--- config.mk ---
export PLATFORM = sky130hd
export DESIGN_NAME = flappy_input_cond
export DESIGN_NICKNAME = d
export VERILOG_FILES = /design/src/rtl/flappy_pkg.sv /design/src/rtl/flappy_debounce.sv /design/src/rtl/flappy_input_cond.sv
export SDC_FILE = /design/constraint.sdc
export NUM_CORES = 1
export LEC_CHECK = 0
export BUFFER_PORTS_ARGS = -buffer_cell sky130_fd_sc_hd__buf_2
export CAP_MARGIN = 15
export CORE_ASPECT_RATIO = 1.2
export CORE_MARGIN = 3
export CORE_UTILIZATION = 60
export CTS_CLUSTER_DIAMETER = 120
export DETAILED_ROUTE_END_ITERATION = 16
export PLACE_DENSITY = 0.78
export SYNTH_ARGS = -nofsm -noshare
export SYNTH_HDL_FRONTEND = slang
export SYNTH_SLANG_ARGS = --single-unit
--- constraint.sdc ---
create_clock -name clk -period 2.8 [get_ports clk]
set_clock_uncertainty 0.2 [all_clocks]
set_input_delay 0 -clock clk [delete_from_list [all_inputs] [get_ports clk]]
set_output_delay 0 -clock clk [all_outputs]
set_load 0.05 [all_outputs]
--- src/rtl/flappy_pkg.sv ---
// Shared types and helpers for the flappy-bird button conditioner.
package flappy_pkg;

  typedef enum logic [1:0] {
    IDLE       = 2'd0,
    PRESS_WAIT = 2'd1,
    HELD       = 2'd2,
    REL_WAIT   = 2'd3
  } btn_state_t;

  localparam int BTN_UP   = 0;
  localparam int BTN_DOWN = 1;

  // Bits needed to hold values 0 .. n-1 (at least one bit).
  function automatic int cnt_width(input int n);
    return (n < 2) ? 1 : $clog2(n);
  endfunction

endpackage

--- src/rtl/flappy_debounce.sv ---
// One button: synchroniser, debounce FSM, debounce timer and hold-to-repeat.
//   state      | meaning
//   IDLE       | button released and stable
//   PRESS_WAIT | raw level high, waiting for it to stay high
//   HELD       | press accepted, button down
//   REL_WAIT   | raw level low, waiting for it to stay low
module flappy_debounce
  import flappy_pkg::*;
#(
  parameter int SYNC_STAGES     = 2,
  parameter int DEBOUNCE_CYCLES = 20000,
  parameter int REPEAT_DELAY    = 15,
  parameter int REPEAT_PERIOD   = 6
) (
  input  logic clk,
  input  logic rst,
  input  logic ena,
  input  logic btn,
  input  logic frame_tick,
  output logic level,
  output logic press,
  output logic rel,
  output logic rpt
);

  localparam int DB_W = cnt_width(DEBOUNCE_CYCLES);
  localparam int FR_W = cnt_width(REPEAT_DELAY + 1);
  localparam int PR_W = cnt_width(REPEAT_PERIOD);
  localparam logic [DB_W-1:0] DB_LOAD = DB_W'(DEBOUNCE_CYCLES - 1);
  localparam logic [PR_W-1:0] PR_LOAD = PR_W'(REPEAT_PERIOD - 1);
  localparam logic [FR_W-1:0] FR_SAT  = FR_W'(REPEAT_DELAY);
  localparam logic [FR_W-1:0] FR_HIT  = FR_W'(REPEAT_DELAY - 1);

  logic [SYNC_STAGES-1:0] sync_q;
  logic                   sync_bit;
  logic                   hold;
  btn_state_t             state, state_nxt;
  logic [DB_W-1:0]        db_cnt;
  logic                   db_zero;
  logic [FR_W-1:0]        fr_cnt;
  logic [PR_W-1:0]        pr_cnt;
  logic                   fr_reached;

  assign hold     = rst | ~ena;
  assign sync_bit = sync_q[SYNC_STAGES-1];
  assign db_zero  = (db_cnt == '0);

  // The synchroniser keeps sampling while disabled; only reset clears it.
  always_ff @(posedge clk) begin
    if (rst) sync_q <= '0;
    else     sync_q <= {sync_q[SYNC_STAGES-2:0], btn};
  end

  always_ff @(posedge clk) begin
    if (hold) state <= IDLE;
    else      state <= state_nxt;
  end

  always_comb begin
    state_nxt = state;
    case (state)
      IDLE:       if (sync_bit) state_nxt = PRESS_WAIT;
      PRESS_WAIT: if (!sync_bit) state_nxt = IDLE;
                  else if (db_zero) state_nxt = HELD;
      HELD:       if (!sync_bit) state_nxt = REL_WAIT;
      REL_WAIT:   if (sync_bit) state_nxt = HELD;
                  else if (db_zero) state_nxt = IDLE;
      default:    state_nxt = IDLE;
    endcase
  end

  always_comb begin
    level = 1'b0;
    press = 1'b0;
    rel   = 1'b0;
    if (!hold) begin
      level = (state == HELD) || (state == REL_WAIT);
      press = (state == PRESS_WAIT) && sync_bit && db_zero;
      rel   = (state == REL_WAIT) && !sync_bit && db_zero;
    end
  end

  always_ff @(posedge clk) begin
    if (hold) begin
      db_cnt <= '0;
    end else if (((state == IDLE) && sync_bit) || ((state == HELD) && !sync_bit)) begin
      db_cnt <= DB_LOAD;
    end else if (((state == PRESS_WAIT) || (state == REL_WAIT)) && !db_zero) begin
      db_cnt <= db_cnt - 1'b1;
    end
  end

  // Frame counter saturates at the delay; a period timer takes over from there.
  assign fr_reached = (fr_cnt == FR_SAT);
  assign rpt = frame_tick & level &
               ((!fr_reached && (fr_cnt == FR_HIT)) || (fr_reached && (pr_cnt == '0)));

  always_ff @(posedge clk) begin
    if (hold || !level) begin
      fr_cnt <= '0;
      pr_cnt <= '0;
    end else if (frame_tick) begin
      if (!fr_reached) begin
        fr_cnt <= fr_cnt + 1'b1;
        if (fr_cnt == FR_HIT) pr_cnt <= PR_LOAD;
      end else if (pr_cnt == '0) begin
        pr_cnt <= PR_LOAD;
      end else begin
        pr_cnt <= pr_cnt - 1'b1;
      end
    end
  end

endmodule

--- src/rtl/flappy_input_cond.sv ---
// Button conditioner for the flappy-bird core: per-button debounce plus
// frame-aligned up/down commands built from per-button pending flags.
module flappy_input_cond
  import flappy_pkg::*;
#(
  parameter int NUM_BTN         = 2,
  parameter int SYNC_STAGES     = 2,
  parameter int DEBOUNCE_CYCLES = 20000,
  parameter int REPEAT_DELAY    = 15,
  parameter int REPEAT_PERIOD   = 6
) (
  input  logic               clk,
  input  logic               rst,
  input  logic               ena,
  input  logic [NUM_BTN-1:0] btn_i,
  input  logic               frame_tick_i,
  output logic [NUM_BTN-1:0] btn_level_o,
  output logic [NUM_BTN-1:0] btn_press_o,
  output logic [NUM_BTN-1:0] btn_release_o,
  output logic               cmd_up_o,
  output logic               cmd_down_o
);

  logic [NUM_BTN-1:0] rpt;
  logic [NUM_BTN-1:0] pend;
  logic [NUM_BTN-1:0] pend_eff;

  for (genvar g = 0; g < NUM_BTN; g++) begin : g_btn
    flappy_debounce #(
      .SYNC_STAGES     (SYNC_STAGES),
      .DEBOUNCE_CYCLES (DEBOUNCE_CYCLES),
      .REPEAT_DELAY    (REPEAT_DELAY),
      .REPEAT_PERIOD   (REPEAT_PERIOD)
    ) u_debounce (
      .clk        (clk),
      .rst        (rst),
      .ena        (ena),
      .btn        (btn_i[g]),
      .frame_tick (frame_tick_i),
      .level      (btn_level_o[g]),
      .press      (btn_press_o[g]),
      .rel        (btn_release_o[g]),
      .rpt        (rpt[g])
    );
  end

  // A press or repeat landing on the tick cycle is folded into that tick.
  assign pend_eff = pend | btn_press_o | rpt;

  always_ff @(posedge clk) begin
    if (rst || !ena)       pend <= '0;
    else if (frame_tick_i) pend <= '0;
    else                   pend <= pend_eff;
  end

  assign cmd_up_o   = ~rst & ena & frame_tick_i & pend_eff[BTN_UP]   & ~pend_eff[BTN_DOWN];
  assign cmd_down_o = ~rst & ena & frame_tick_i & pend_eff[BTN_DOWN] & ~pend_eff[BTN_UP];

endmodule

==> impl_metrics.ini, run 1 <==
[setup_path]
rr_endpoint = g_btn[1].u_debounce.db_cnt[13]
crit_fanout = 9
worst_ep_arrival_time_ns = 2.45
cp.required_ns = 2.60
endpoint_kind = output port
r2r_cells = 7
r2r-start = g_btn[1].u_debounce.db_cnt[0]
critical-path-slowest-cell = a311oi_1
crit_type = register to output port
crit_chain = inv_1 > ha_1 > nor3b_4 > and4_1 > a311oi_1 > nor3b_2 > buf_2
critical-path-max-stage-delay_ns = 0.51
timing.reg2reg.setup_slack_ns = 0.58
startpoint_type = register

[run]
drv_cap = 0

[grt]
grt_pass1_wl_um = 9984
grtUsageTotal_pct = 22.80
first_global_vias = 2290
antenna_found_initial = 0
grt_overflow = 0
grt_max_degree = 23

[synth]
synth_area_um2 = 2830
yosysSeqAreaShare_pct = 38.20
syn_nets = 337
async_flop_share_pct = 0
yosysTopAreaCellShare_pct = 38.20
synthTopCellsByCount = dfxtp_1, nor2_1, nand2_1
yosys.cell_count.top_type = dfxtp_1
ys.flop_type = dfxtp_1
yosysWarnings = 0
syn-instance-count = 325
syn_avg_cell_area_um2 = 8.708
synth_area_leaders = dfxtp_1, a21oi_1, nor2_1, nand2_1, a311oi_1
synth_cell_type_count = 56
ys_ff_latch = 54
synth_area_leader_cell = dfxtp_1
synth_edf_count = 0

[clock_tree]
clkTransAtPathRegs_ns = 0.10
cts_root_buf = clkbuf_8
cts_sinks = 54
cts_tree = yes
htree_levels = 2
cts.path.max_buffers = 2
numCtsBuffers = 5
insertion_delay_ns = 0.31

[drt]
first_pass_iters = 5
drt_iter0_markers = 183
vias_per_cell = 6.081
routed-via-count = 2402
drc = 0
drtAntennaViolNets = 0
routed_wl_um = 5711
wl_per_cell_um = 14.46

[floorplanning]
fp-row-count = 26
core_um2 = 4392
die-area_um2 = 5580
io_pins = 14
start_util_pct = 64.44
fp.dieH_um = 81.24
die_w_um = 68.70

[timing]
fin_crit_sh_pct = 94.76
hold_viol = 0
final_max_slew_viol_count = 0
tightestPinTransition_ns = 0.7967
fin_crit_ns = 2.653
setup_viol_count_final = 0
fin_tns_setup_ns = 0
rsz0062_at_grt = no
max_freq_mhz = 376.9
slew_headroom_pct = 46.33
setup_ws_ns = 0.1466

[power]
switching_power_mw = 0.3483
comb_power_share_pct = 9.1
p_seq_share_pct = 54.7
p_int_mw = 1.096
p_sw_share_pct = 24.12
p_leak_nw = 1.131
clkPwrFrac_pct = 36.2
ir_worst_vdd_mv = 0.3331
p_per_area_nw_per_um2 = 468.7

[placed_design]
place_hpwl_um = 3928
dpl_worst_slack_ns = 0.5005
placed_cell_area_um2 = 2899
place_congestion = 0.8436
portBuffers = 13

[cells_and_area]
drive_above_1_share_pct = 11.80
nets = 350
insertedDiodeCount = 0
areaGrowthSynthToFinish_pct = 8.842
finalInstanceArea_um2 = 3080

[min_path]
hp-class = register to register
holdPathEnd = g_btn[0].u_debounce.sync_q[1]
hold_depth = 1
hp-start = g_btn[0].u_debounce.sync_q[0]

[run_status]
status = complete, no violations
## metal layers
metal	track usage, %	up-vias	part of all wire, %
met2	38.30	44	48
li1	-	1243	-
met5	0	-	0
met3	4.288	9	3.9
met1	29.36	1106	46
met4	6.628	0	1.6
## critical path: cells and delay by family (launching register included)
| family | cells | cell delay, ns |
|---|---|---|
| AO/OA/AOI/OAI | 1 | 0.51 |
| adder cells (fa/ha/maj) | 1 | 0.21 |
| buffers and inverters | 2 | 0.35 |
| flip-flops | 1 | 0.40 |
| AND/OR/NAND/NOR | 3 | 0.68 |
## sequential cells by signal, summed over array words and instances, names as in the netlist, named ones only
name and cells:
g_btn.u_debounce.db_cnt 30, g_btn.u_debounce.fr_cnt 8, g_btn.u_debounce.pr_cnt 6, g_btn.u_debounce.state 2
g_btn.u_debounce.sync_q 4, pend 2
## layout by cell type, fill, tap and decap left out, drive strengths merged, types with 8 or more instances in the layout
master / instances
dfxtp: 54
nor2: 26
nand2: 25
a21oi: 20
buf: 17
nand3: 14
inv: 13
nor3: 12
o21ai: 11
o31ai: 9
a31oi: 9
a311oi: 9
or3: 8
and3: 8
## what timing repair did
action / CTS / global route
hold buffers: 7 / 0
buffers inserted: 0 / 0
gates resized for setup: 0 / 1
endpoints found under the hold margin: 16 / 0
setup endpoints to repair: 0 / 1
## area by class of cell
type / count / area (µm²)
timing repair buffer: 24 / 165.2
tap: 56 / 70.07
sequential: 54 / 1081
clock inverter: 2 / 37.54
fill: 366 / 1311
clock buffer: 6 / 72.57
inverter: 13 / 48.80
multi-input combinational: 240 / 1605
## logic make-up (layout without fill, tap and decap cells)
logic type	count (synthesis)	in the layout	synth area share, %
buffers and inverters	31	45	5.482
xor gates and xnor gates	8	8	2.475
AOI/OAI and AO/OA	81	81	19.72
and+or+nand+nor	142	142	30.37
DFF	54	54	38.20
adders and majority gates	6	6	2.652
muxes	3	3	1.105
## power groups by stage
| stage | Sequential, mW | Clock (mW) | Combinational, mW |
|---|---|---|---|
| finish | 0.790 | 0.522 | 0.131 |
| global route | 0.792 | 0.549 | 0.148 |
| floorplan | 0.804 | 0 | 0.0952 |
| detailed placement | 0.808 | 0 | 0.122 |
| global placement | 0.808 | 0 | 0.120 |
| CTS | 0.790 | 0.531 | 0.130 |
## how the worst max path moves through the flow
| stage | start | endpoint | cells after the start |
|---|---|---|---|
| 2_1_floorplan | g_btn[1].u_debounce.db_cnt[0] | cmd_up_o | 7 |
| 3_3_place_gp | g_btn[1].u_debounce.db_cnt[0] | cmd_up_o | 7 |
| 3_5_place_dp | g_btn[0].u_debounce.db_cnt[0] | cmd_up_o | 7 |
| 4_1_cts | g_btn[0].u_debounce.db_cnt[0] | cmd_up_o | 7 |
| 5_1_grt | g_btn[1].u_debounce.db_cnt[0] | cmd_up_o | 7 |
| 6_report | g_btn[1].u_debounce.db_cnt[0] | cmd_up_o | 7 |
## stage by stage
step	total power, mW	hold WS, ns	utilization, %	instances
floorplan	0.8994	-0.1284	-	325
global placement	0.9281	0.01502	66.01	380
detailed placement	0.9300	0.01593	66.01	380
CTS	1.452	0.2578	70.11	395
global route	1.489	0.2622	70.14	395
finish	1.444	0.2539	70.14	395
No activity file was read; power rests on OpenSTA's default activity.
==> run 2, diff against run 1 <==
Settings changed: ABC_AREA set to 1.
==> impl_metrics.ini, run 2 <==
[synth]
ys.flop_type = dfxtp_1
synth_area_leaders = dfxtp_1, nand2_1, nor2_1, inv_1, nand3_1
synth_edf_count = 0
syn_avg_cell_area_um2 = 6.877
yosysSeqAreaShare_pct = 35.97
yosysWarnings = 0
synth_area_leader_cell = dfxtp_1
async_flop_share_pct = 0
synthTopCellsByCount = nand2_1, nor2_1, inv_1
ys_ff_latch = 54
synth_cell_type_count = 37
syn-instance-count = 437
syn_nets = 449
yosysTopAreaCellShare_pct = 35.97
synth_area_um2 = 3005
yosys.cell_count.top_type = nand2_1

[drt]
vias_per_cell = 5.229
drt_iter0_markers = 218
routed_wl_um = 5927
drtAntennaViolNets = 0
drc = 0
routed-via-count = 2667
first_pass_iters = 4
wl_per_cell_um = 11.62

[cells_and_area]
areaGrowthSynthToFinish_pct = 6.911
final_cell_mix = nand2_1, nor2_1, inv_1
insertedDiodeCount = 0
largest_reg_flops = 30
regMostFlops = g_btn.u_debounce.db_cnt
layout_commonest_cell = nand2_1
largestRegisters = g_btn.u_debounce.db_cnt (30), g_btn.u_debounce.fr_cnt (8), g_btn.u_debounce.pr_cnt (6)
drive_above_1_share_pct = 10.62
nets = 463
finalInstanceArea_um2 = 3213

[grt]
first_global_vias = 2410
grt_max_degree = 18
grt_pass1_wl_um = 10220
grt_overflow = 0
grtUsageTotal_pct = 20.77
antenna_found_initial = 0

[clock_tree]
cts.path.max_buffers = 2
numCtsBuffers = 5
ctsResizeCount = 0
cts_tree = yes
htree_levels = 2
clkTransAtPathRegs_ns = 0.10
cts_sinks = 54
insertion_delay_ns = 0.31
post-cts-setup-buffer-count = 0
cts_root_buf = clkbuf_8

[timing]
fin_crit_ns = 2.370
slew_headroom_pct = 57.45
setup_viol_count_final = 0
fin_tns_setup_ns = 0
tightestPinTransition_ns = 0.6381
hold_viol = 0
whs_ns = 0.02234
fin_crit_sh_pct = 84.63
max_freq_mhz = 422.0
rsz0062_at_grt = no
final_max_slew_viol_count = 0

[power]
ir_worst_vdd_mv = 0.4085
p_per_area_nw_per_um2 = 446.0
p_leak_nw = 1.508

[setup_path]
crit_fanout = 5
r2r_cells = 9
crit_type = register to output port
crit_start = g_btn[0].u_debounce.db_cnt[0]
cpMostUsedCell = nor2_1
cp_num_cells = 8
timing.reg2reg.setup_slack_ns = 0.88
critical-path-max-stage-delay_ns = 0.31
worst_ep_arrival_time_ns = 2.17
rr_endpoint = g_btn[0].u_debounce.db_cnt[1]
startpoint_type = register
critical-path-slowest-cell = dfxtp_1
r2r-start = g_btn[0].u_debounce.db_cnt[0]
endpoint_kind = output port
endpoint = btn_press_o[0]
worst-path-buf-inv = 2
crit_chain = inv_1 > ha_1 > nand3_1 > nor2_1 > nand4_1 > nand3b_1 > nor2_1 > buf_2
cp.required_ns = 2.60
cp_top_family = simple AND/OR/NAND/NOR gates

[floorplanning]
fp-row-count = 27
fp.dieH_um = 83.53
io_pins = 14
die_w_um = 70.61
core_um2 = 4696
start_util_pct = 64.00
die-area_um2 = 5898

[placed_design]
portBuffers = 13
place_congestion = 0.8638
place_hpwl_um = 4297
placed_cell_area_um2 = 3058

[run]
drv_cap = 0

[min_path]
hp-class = input port to register

[run_status]
status = complete, no violations
run 2: cell count changes in the layout (fill, tap and decap cells not counted), moves of 7 or more:
| cell | change |
|---|---|
| nand2_1 | +63 |
| nor2_1 | +42 |
| a311oi_1 | -9 |
| a21oi_1 | +7 |
| or3_1 | -8 |
| nor3_1 | -9 |
| o31ai_1 | -9 |
| nand3_1 | +27 |
| inv_1 | +43 |
| a211oi_1 | -7 |
run 2: kinds of logic after synthesis:
logic type	share of synthesized area, %
flops	35.97
fa+ha+maj	2.498
compound gates	9.825
xor+xnor	4.663
buf+inv	10.32
simple gates	36.72
run 2: worst min-delay path by stage:
stage,from,to,cells past startpoint
5_1_grt,ena,g_btn[0].u_debounce.db_cnt[9],6
6_report,ena,g_btn[0].u_debounce.db_cnt[11],6
3_5_place_dp,btn_i[0],g_btn[0].u_debounce.sync_q[0],3
3_3_place_gp,btn_i[1],g_btn[1].u_debounce.sync_q[0],3
4_1_cts,ena,g_btn[0].u_debounce.db_cnt[3],5
2_1_floorplan,rst,g_btn[0].u_debounce.sync_q[0],1
run 2: cell type report:
cell class	instances	area (µm²)
Clock inverter	1	8.758
Tap cell	58	72.57
Multi-Input combinational cell	312	1614
Fill cell	390	1483
Clock buffer	7	86.33
Sequential cell	54	1081
Inverter	58	217.7
Timing Repair Buffer	20	132.6
run 2: per-layer routing:
| metal | vias to the layer above | global-route usage [%] | share of wire [%] |
|---|---|---|---|
| li1 | 1409 | - | - |
| met1 | 1199 | 25.06 | 44 |
| met2 | 49 | 36.37 | 50 |
| met3 | 10 | 4.096 | 4.2 |
| met4 | 0 | 7.179 | 1.7 |
| met5 | - | 0 | 0 |
run 2: power breakdown:
| part | switching (mW) | internal (mW) |
|---|---|---|
| Combinational | 0.116 | 0.0656 |
| Clock | 0.258 | 0.205 |
| Sequential | 0.0107 | 0.778 |
| Total | 0.384 | 1.05 |
run 2: repair_timing:
action	in CTS	in global routing
hold buffers	6	0
setup endpoints to repair	0	0
endpoints found under the hold margin	12	0
run 2: stage by stage:
step	util (%)	std cells	setup WS, ns	power [mW]
3_5_place_dp	65.12	496	0.7829	0.9802
3_3_place_gp	65.12	496	0.8776	0.9761
5_1_grt	68.43	510	0.2404	1.495
2_1_floorplan	-	437	0.6823	0.9469
4_1_cts	68.43	510	0.4300	1.442
6_report	68.43	510	0.4303	1.433
run 2: worst min-delay path, delay by kind of cell:
| family | cells | cell delay (ns) |
|---|---|---|
| simple gates | 2 | 0.12 |
| buf+inv | 4 | 0.38 |
